[src/rtl/msdap_coeff_loader.sv]
// msdap_coeff_loader: pairs ROM bytes (high byte first) into 16-bit words.
// The first N_RJ words go to the rj memory and the next N_COEFF words go to
// the coefficient memory. When the load is complete, done is raised.
// Optional macro RJ_SUM_CHECK_EN: adds an rj-sum sanity check (rj_sum_err).
module msdap_coeff_loader #(
   parameter int N_RJ    = 16,
   parameter int N_COEFF = 512
) (
   input  logic                       clk,
   input  logic                       rst_n,
   input  logic                       start,
   input  logic [7:0]                 byte_in,
   input  logic                       byte_valid,
   output logic                       rj_we,
   output logic [$clog2(N_RJ)-1:0]    rj_addr,
   output logic [15:0]                rj_data,
   output logic                       co_we,
   output logic [$clog2(N_COEFF)-1:0] co_addr,
   output logic [15:0]                co_data,
   output logic                       busy,
   output logic                       done,
   output logic                       fmt_err,
   output logic                       rj_sum_err
);

   localparam int RJW = $clog2(N_RJ);
   localparam int COW = $clog2(N_COEFF);
   localparam logic [RJW-1:0] RJ_LAST = RJW'(N_RJ - 1);
   localparam logic [COW-1:0] CO_LAST = COW'(N_COEFF - 1);

   typedef enum logic [1:0] {IDLE, LOAD_RJ, LOAD_CO, DONE} state_t;

   state_t          state;
   logic            phase;     // 0: expecting high byte, 1: expecting low byte
   logic [7:0]      hi;
   logic [RJW-1:0]  rj_cnt;
   logic [COW-1:0]  co_cnt;
   logic [15:0]     word;

   assign word = {hi, byte_in};

`ifdef RJ_SUM_CHECK_EN
   logic [10:0] acc;

   // Sum the low 10 bits of each rj word; compare the sum on entry to DONE.
   always_ff @(posedge clk or negedge rst_n) begin
      if (!rst_n) begin
         acc        <= '0;
         rj_sum_err <= 1'b0;
      end else if ((state == IDLE || state == DONE) && start) begin
         acc        <= '0;
         rj_sum_err <= 1'b0;
      end else if (state == LOAD_RJ && byte_valid && phase) begin
         acc <= acc + {1'b0, word[9:0]};
      end else if (state == LOAD_CO && byte_valid && phase && co_cnt == CO_LAST) begin
         rj_sum_err <= (acc != 11'(N_COEFF));
      end
   end
`else
   assign rj_sum_err = 1'b0;
`endif

   // Load FSM: byte pairing, registered write strobes, address counting, status.
   always_ff @(posedge clk or negedge rst_n) begin
      if (!rst_n) begin
         state   <= IDLE;
         phase   <= 1'b0;
         hi      <= '0;
         rj_cnt  <= '0;
         co_cnt  <= '0;
         rj_we   <= 1'b0;
         rj_addr <= '0;
         rj_data <= '0;
         co_we   <= 1'b0;
         co_addr <= '0;
         co_data <= '0;
         busy    <= 1'b0;
         done    <= 1'b0;
         fmt_err <= 1'b0;
      end else begin
         rj_we <= 1'b0;
         co_we <= 1'b0;
         case (state)
            IDLE, DONE: begin
               // Bytes here are dropped; only start matters.
               if (start) begin
                  state   <= LOAD_RJ;
                  busy    <= 1'b1;
                  done    <= 1'b0;
                  fmt_err <= 1'b0;
                  phase   <= 1'b0;
                  rj_cnt  <= '0;
                  co_cnt  <= '0;
               end
            end
            LOAD_RJ: begin
               if (byte_valid) begin
                  if (!phase) begin
                     hi    <= byte_in;
                     phase <= 1'b1;
                  end else begin
                     phase   <= 1'b0;
                     rj_we   <= 1'b1;
                     rj_addr <= rj_cnt;
                     rj_data <= word;
                     // Terminal count switches state instead of wrapping.
                     if (rj_cnt == RJ_LAST) state <= LOAD_CO;
                     else                   rj_cnt <= rj_cnt + 1'b1;
                  end
               end
            end
            LOAD_CO: begin
               if (byte_valid) begin
                  if (!phase) begin
                     hi    <= byte_in;
                     phase <= 1'b1;
                  end else begin
                     phase   <= 1'b0;
                     co_we   <= 1'b1;
                     co_addr <= co_cnt;
                     co_data <= word;
                     // Bits 15:9 must be zero; flag but still write.
                     if (|hi[7:1]) fmt_err <= 1'b1;
                     if (co_cnt == CO_LAST) begin
                        state <= DONE;
                        busy  <= 1'b0;
                        done  <= 1'b1;
                     end else begin
                        co_cnt <= co_cnt + 1'b1;
                     end
                  end
               end
            end
            default: state <= IDLE;
         endcase
      end
   end

endmodule

[config.mk]
export PLATFORM = sky130hd
export DESIGN_NAME = msdap_coeff_loader
export DESIGN_NICKNAME = d
export VERILOG_FILES = /design/src/rtl/msdap_coeff_loader.sv
export SDC_FILE = /design/constraint.sdc
export NUM_CORES = 1
export LEC_CHECK = 0
export ABC_AREA = 0
export CORE_AREA = 5 5 86 88
export DETAILED_ROUTE_END_ITERATION = 16
export DIE_AREA = 0 0 91 93
export GPL_TIMING_DRIVEN = 0
export PLACE_DENSITY = 0.79
export SYNTH_ARGS = -nofsm -noshare
export SYNTH_HDL_FRONTEND = slang
export SYNTH_SLANG_ARGS = --single-unit
export TNS_END_PERCENT = 5
[constraint.sdc]
create_clock -name clk -period 4.7 [get_ports clk]
set_clock_uncertainty 0.2 [all_clocks]
set_input_delay 0.94 -clock clk [delete_from_list [all_inputs] [get_ports clk]]
set_output_delay 0.94 -clock clk [all_outputs]
set_load 0.02 [all_outputs]
==> flow_metrics.env <==
export IMPL_status="complete, no violations"
export IMPL_synth_main_ff_cell="dfrtp_1"
export IMPL_post_cts_resized=0
export IMPL_peakVddDrop_uv=482
export IMPL_worstPathMaxFanout=2
export IMPL_cts_path_max_buffers=2
export IMPL_fp_dieW_um=91
export IMPL_layout_setup_ws_ps=2210
export IMPL_rsz0062_at_grt="false"
export IMPL_synth_top_area_cell="dfrtp_1"
export IMPL_async_reset_ff_share_pct=100
export IMPL_grt_pass1_vias=2332
export IMPL_slew_headroom_pct=51.0
export IMPL_first_pass_iters=4
export IMPL_finalHoldWorstSlack_ps=295
export IMPL_detailedPlace_worstSlack_ps=2000
export IMPL_crit_buf_inv=1
export IMPL_post_cts_buffers=0
export IMPL_die_h_um=93
export IMPL_cts_tree="yes"
export IMPL_max_freq_mhz=402
export IMPL_setup_viol=0
export IMPL_worstSkewPairLatency_ps=350
export IMPL_slew_viol_final=0
export IMPL_path_cells="clkdlybuf4s50_1"
export IMPL_cts_max_level=3
export IMPL_synth_area_sq_um=3180
export IMPL_cp_top_family="buffers and inverters"
export IMPL_row_count=30
export IMPL_drt_vias_per_instance=5.40
export IMPL_drive_gt1_share_pct=25.7
export IMPL_end_kind="primary output"
export IMPL_fin_crit_ps=2490
export IMPL_numCtsBuffers=9
export IMPL_yosysSeqAreaShare_pct=58.2
export IMPL_yosys_warnings=0
export IMPL_fin_crit_sh_pct=52.9
export IMPL_area_delta_synth_final_pct=29.5
export IMPL_cp_required_ps=3560
export IMPL_start_util_pct=48.4
export IMPL_fin_cells=399
export IMPL_dpl_hpwl_um=4700
export IMPL_drt_first_iter_violations=112
export IMPL_syn_avg_cell_area_sq_um=13.1
export IMPL_synthCells=243
export IMPL_avgRoutedWirePerCell_um=17.2
export IMPL_antenna_found_initial=1
export IMPL_clock_sinks=74
export IMPL_placed_cells=384
export IMPL_clk_pin_slew_ps=80
export IMPL_diodes=0
export IMPL_top_layer_used="met5"
export IMPL_worst_hold_path_type="flop to flop"
export IMPL_vias=2154
export IMPL_met1_length_um=2960
export IMPL_final_nets=332
export IMPL_synth_top_area_share_pct=58.2
export IMPL_synth_edf_count=0
export IMPL_synthTopCellsByArea="dfrtp_1 58%, mux2_2 18%, ha_1 2.0%"
export IMPL_critPathLaunch="rj_data[13]"
export IMPL_cts_root_buf="clkbuf_8"
export IMPL_grt_pass1_wl_um=11800
export IMPL_critical_path_class="flop to primary output"
export IMPL_critPathArrivalTime_ps=1350
export IMPL_ys_ff_latch=74
export IMPL_grt_max_degree=46
export IMPL_holdBufCountCts=0
export IMPL_ant_nets=0
export IMPL_wl_um=6860
export IMPL_grt_usage_pct=17.5
export IMPL_io_buffers=60
export IMPL_die_area_sq_um=8460
export IMPL_hold_start="rj_addr[2]"
export IMPL_rr_startpoint="co_cnt[0]"
export IMPL_wl_met3_um=522
export IMPL_hold_viol=0
export IMPL_tightest_slew_ps=731
export IMPL_crit_path_start_kind="flop"
export IMPL_gp_congestion=0.785
export IMPL_ios=63
export IMPL_drcViolationCount=0
export IMPL_grt_overflow=0
export IMPL_critPathSlowestCell="clkdlybuf4s50_1"
export IMPL_wl_met2_um=3280
export IMPL_core_area_sq_um=6570
export IMPL_synth_fp_nets=260
export IMPL_cp_slowest_stage_delay_ps=640
export IMPL_synthDistinctLibCells=41
export IMPL_drv_cap=0
export IMPL_power_density_nw_per_um2=560
export IMPL_nFillCells=497
export IMPL_p_leak_uw=0.00191
flip-flops by register name (all words and copies together) (netlist names):
register / cells
co_data: 16
rj_data: 16
co_addr: 9
co_cnt: 9
hi: 8
rj_addr: 4
rj_cnt: 4
state: 2
busy: 1
co_we: 1
done: 1
fmt_err: 1
phase: 1
rj_we: 1
metal layers:
| metal | GRT usage, % | vias to the layer above |
|---|---|---|
| li1 | - | 1016 |
| met3 | 6.44 | 9 |
| met4 | 8.07 | 2 |
| met5 | 0 | - |
| met1 | 21.0 | 1076 |
| met2 | 28.0 | 51 |
report_power, final:
group	leakage [uW]	switching, uW	internal, uW
clock	0.000106	243	298
combinational	0.000838	428	417
sequential	0.000966	115	805
total	0.00191	786	1520
cells in the final DEF (no fill, tap or decap), drive strengths merged, types with 3 or more instances in the layout:
cell,synthesis,layout
dfrtp,74,74
clkdlybuf4s50,0,59
mux2,53,53
nand2,13,13
buf,11,13
nand3,11,11
clkbuf,2,11
inv,8,9
a21oi,9,9
nor2,8,8
o21ai,6,6
a211oi,5,5
ha,5,5
xnor2,4,4
a21o,3,3
and3,3,3
o31ai,3,3
or4,3,3
path summary, 6_finish.rpt:
path / endpoint / slack (ps) / cells past startpoint
worst max-delay path: rj_data[13] / 2210 / 1
worst min-delay path: rj_addr[2] / 300 / 1
worst max register to register: co_cnt[6] / 2270 / 9
worst min register to register: rj_addr[2] / 300 / 1
max in group asynchronous: rj_cnt[1] / 3430 / 2
min in group asynchronous: co_data[5] / 320 / 1
final cells by class:
class / instances / area, sq um / area share (%)
clock buffers: 9 / 124 / 3.01
inverters: 8 / 30.0 / 0.729
clock inverters: 6 / 90.1 / 2.19
flip-flops and latches: 74 / 1850 / 44.9
repair buffers: 61 / 626 / 15.2
multi-input cells: 148 / 1220 / 29.5
well taps: 80 / 100 / 2.43
plain buffers: 13 / 82.6 / 2.00
cells in the mapped netlist, types with 4 or more instances:
cell type,n
a211oi_1,5
a21oi_1,8
buf_2,6
dfrtp_1,74
ha_1,5
inv_1,8
mux2_2,50
nand2_1,13
nand3_1,11
nor2_1,8
xnor2_1,4
per-stage QoR:
| step | area [sq um] | power, uW | utilization [%] | TNS, ps |
|---|---|---|---|---|
| 2_1_floorplan | 3180 | 1410 | - | 0 |
| 3_3_place_gp | 3880 | 1750 | 59.1 | -2060 |
| 3_5_place_dp | 3910 | 1770 | 59.5 | 0 |
| 4_1_cts | 4120 | 2330 | 62.7 | 0 |
| 5_1_grt | 4120 | 2440 | 62.7 | 0 |
| 6_report | 4120 | 2310 | 62.7 | 0 |
cells by family after synthesis:
kind of cell | Yosys count | synth area share, %
AOI/OAI and AO/OA | 33 | 7.16
xor gates and xnor gates | 4 | 1.10
adders and majority gates | 5 | 1.97
buffers and inverters | 21 | 3.54
DFF | 74 | 58.2
muxes | 54 | 19.1
other | 1 | 0.118
and+or+nand+nor | 51 | 8.85
(Power assumes the default switching activity.)
==> patch, RTL diff (same settings) <==
The option `RJ_SUM_CHECK_EN` is turned on by a define.
--- a/src/rtl/msdap_coeff_loader.sv
+++ b/src/rtl/msdap_coeff_loader.sv
@@ -4,2 +4,4 @@
 // Optional macro RJ_SUM_CHECK_EN: adds an rj-sum sanity check (rj_sum_err).
+`define RJ_SUM_CHECK_EN
+
 module msdap_coeff_loader #(
Function: no difference found for any inputs over 10 cycles, from zero or initial values and one cycle with rst_n low; that may be too few to reach the edited logic, so the function may still have changed.
==> patch against the original RTL <==
- sequential cell count increased by 12
- total power increased by 33%
- core utilization increased by 14 points
- synthesized area increased by 29%
- via count increased by 47%
- critical path type is now in -> reg
- final area increased by 22%
- routed wire length increased by 36%
- synthesized cell count increased by 60%
- first-iteration DRC count increased by 54%
- global-route usage increased by 5.5 points
- worst hold slack got worse by 17 ps
- setup slack got worse by 610 ps
==> patch: results <==
group,metric,value,unit
min_path,hold_depth,2,
logic_synthesis,synth_xor_area_share,1.93,%
routing,wl_met1,4240,um
routing,drt_iter0_drc,173,
global_route,grt_usage,23.0,%
routing,highest_layer,"met4",
min_path,hp-start,"rj_data[13]$_DFFE_PN0P_",
logic_synthesis,synth_fa_ha_area_share,5.38,%
critical_path,crit_fanout,4,
timing,whs,278,ps
cells_and_area,drive_gt1_share,14.6,%
placement,dp.cells,530,
logic_synthesis,ys_seq_area_share,52.6,%
critical_path,cp_top_family,"compound AO/OA/AOI/OAI gates",
cells_and_area,largest_registers,"co_data: 16 flops, rj_data: 16 flops, acc: 11 flops",
logic_synthesis,synth.area.top_cells,"dfrtp_1 53%, mux2_2 8.5%, nand2_1 7.3%",
critical_path,reg2reg_slack,2090,ps
global_route,use_met2,35.6,%
global_route,grt_max_degree,56,
routing,wl_met3,552,um
global_route,antenna_found_initial,0,
logic_synthesis,synthMuxAreaShare,9.51,%
logic_synthesis,synth_commonest_cells,"86 x dfrtp_1, 80 x nand2_1, 31 x mux2_2, 25 x nor2_1, 18 x o21ai_0",
status,status,"finished clean",
cells_and_area,fin_cells,546,
global_route,grt_pass1_wl,15400,um
critical_path,crit_arrival,3140,ps
global_route,use_met3,3.86,%
routing,num_vias,3170,
global_route,use_met1,32.3,%
pwr,vdd_drop_max,417,uV
logic_synthesis,syn_nets,417,
global_route,first_global_vias,3015,
placement,preCtsSetupSlack,1250,ps
pwr,leakagePower,2.40,nW
critical_path,r2r_end,"co_cnt[4]$_DFFE_PN0P_",
cells_and_area,ff_latch_area,2150,um^2
routing,wl_per_cell,17.0,um
routing,dr_wl_met2,4290,um
critical_path,cp-startpoint,"byte_in[0]",
placement,port_buffers,61,
timing,fin_ws,1600,ps
logic_synthesis,synth_compound_area_share,9.72,%
placement,dpl_cell_area,4830,um^2
cells_and_area,nFillCells,479,
placement,hpwl,6790,um
## patch: changes by cell type in the layout (fill, tap and decap cells not counted), sizes merged, moves of 4 or more
cell	before	now
a21oi	9	15
and3	3	7
clkbuf	11	17
dfrtp	74	86
ha	5	16
mux2	53	31
nand2	13	80
nor2	8	25
nor3	2	7
o21ai	6	18
xor2	0	5
## patch: final cells by class
type                            count  share of cell area, %
Sequential cell                    86                   42.8
Multi-Input combinational cell    276                   35.7
Timing Repair Buffer               62                   12.6
Clock buffer                       10                   2.54
Buffer                             16                   2.12
Tap cell                           80                   1.99
Clock inverter                      6                   1.39
Inverter                           10                  0.747
## patch: worst min-delay path, cell delays in order (launching register included)
cell and delay (ps):
dfrtp_1 350, nand2_1 50, nand2_1 50
## patch: report_power, final
group	internal [mW]	leakage (nW)	switching, mW	total (mW)
Combinational	0.626	1.19	0.765	1.39
Sequential	0.979	1.12	0.177	1.16
Clock	0.250	0.0948	0.270	0.521
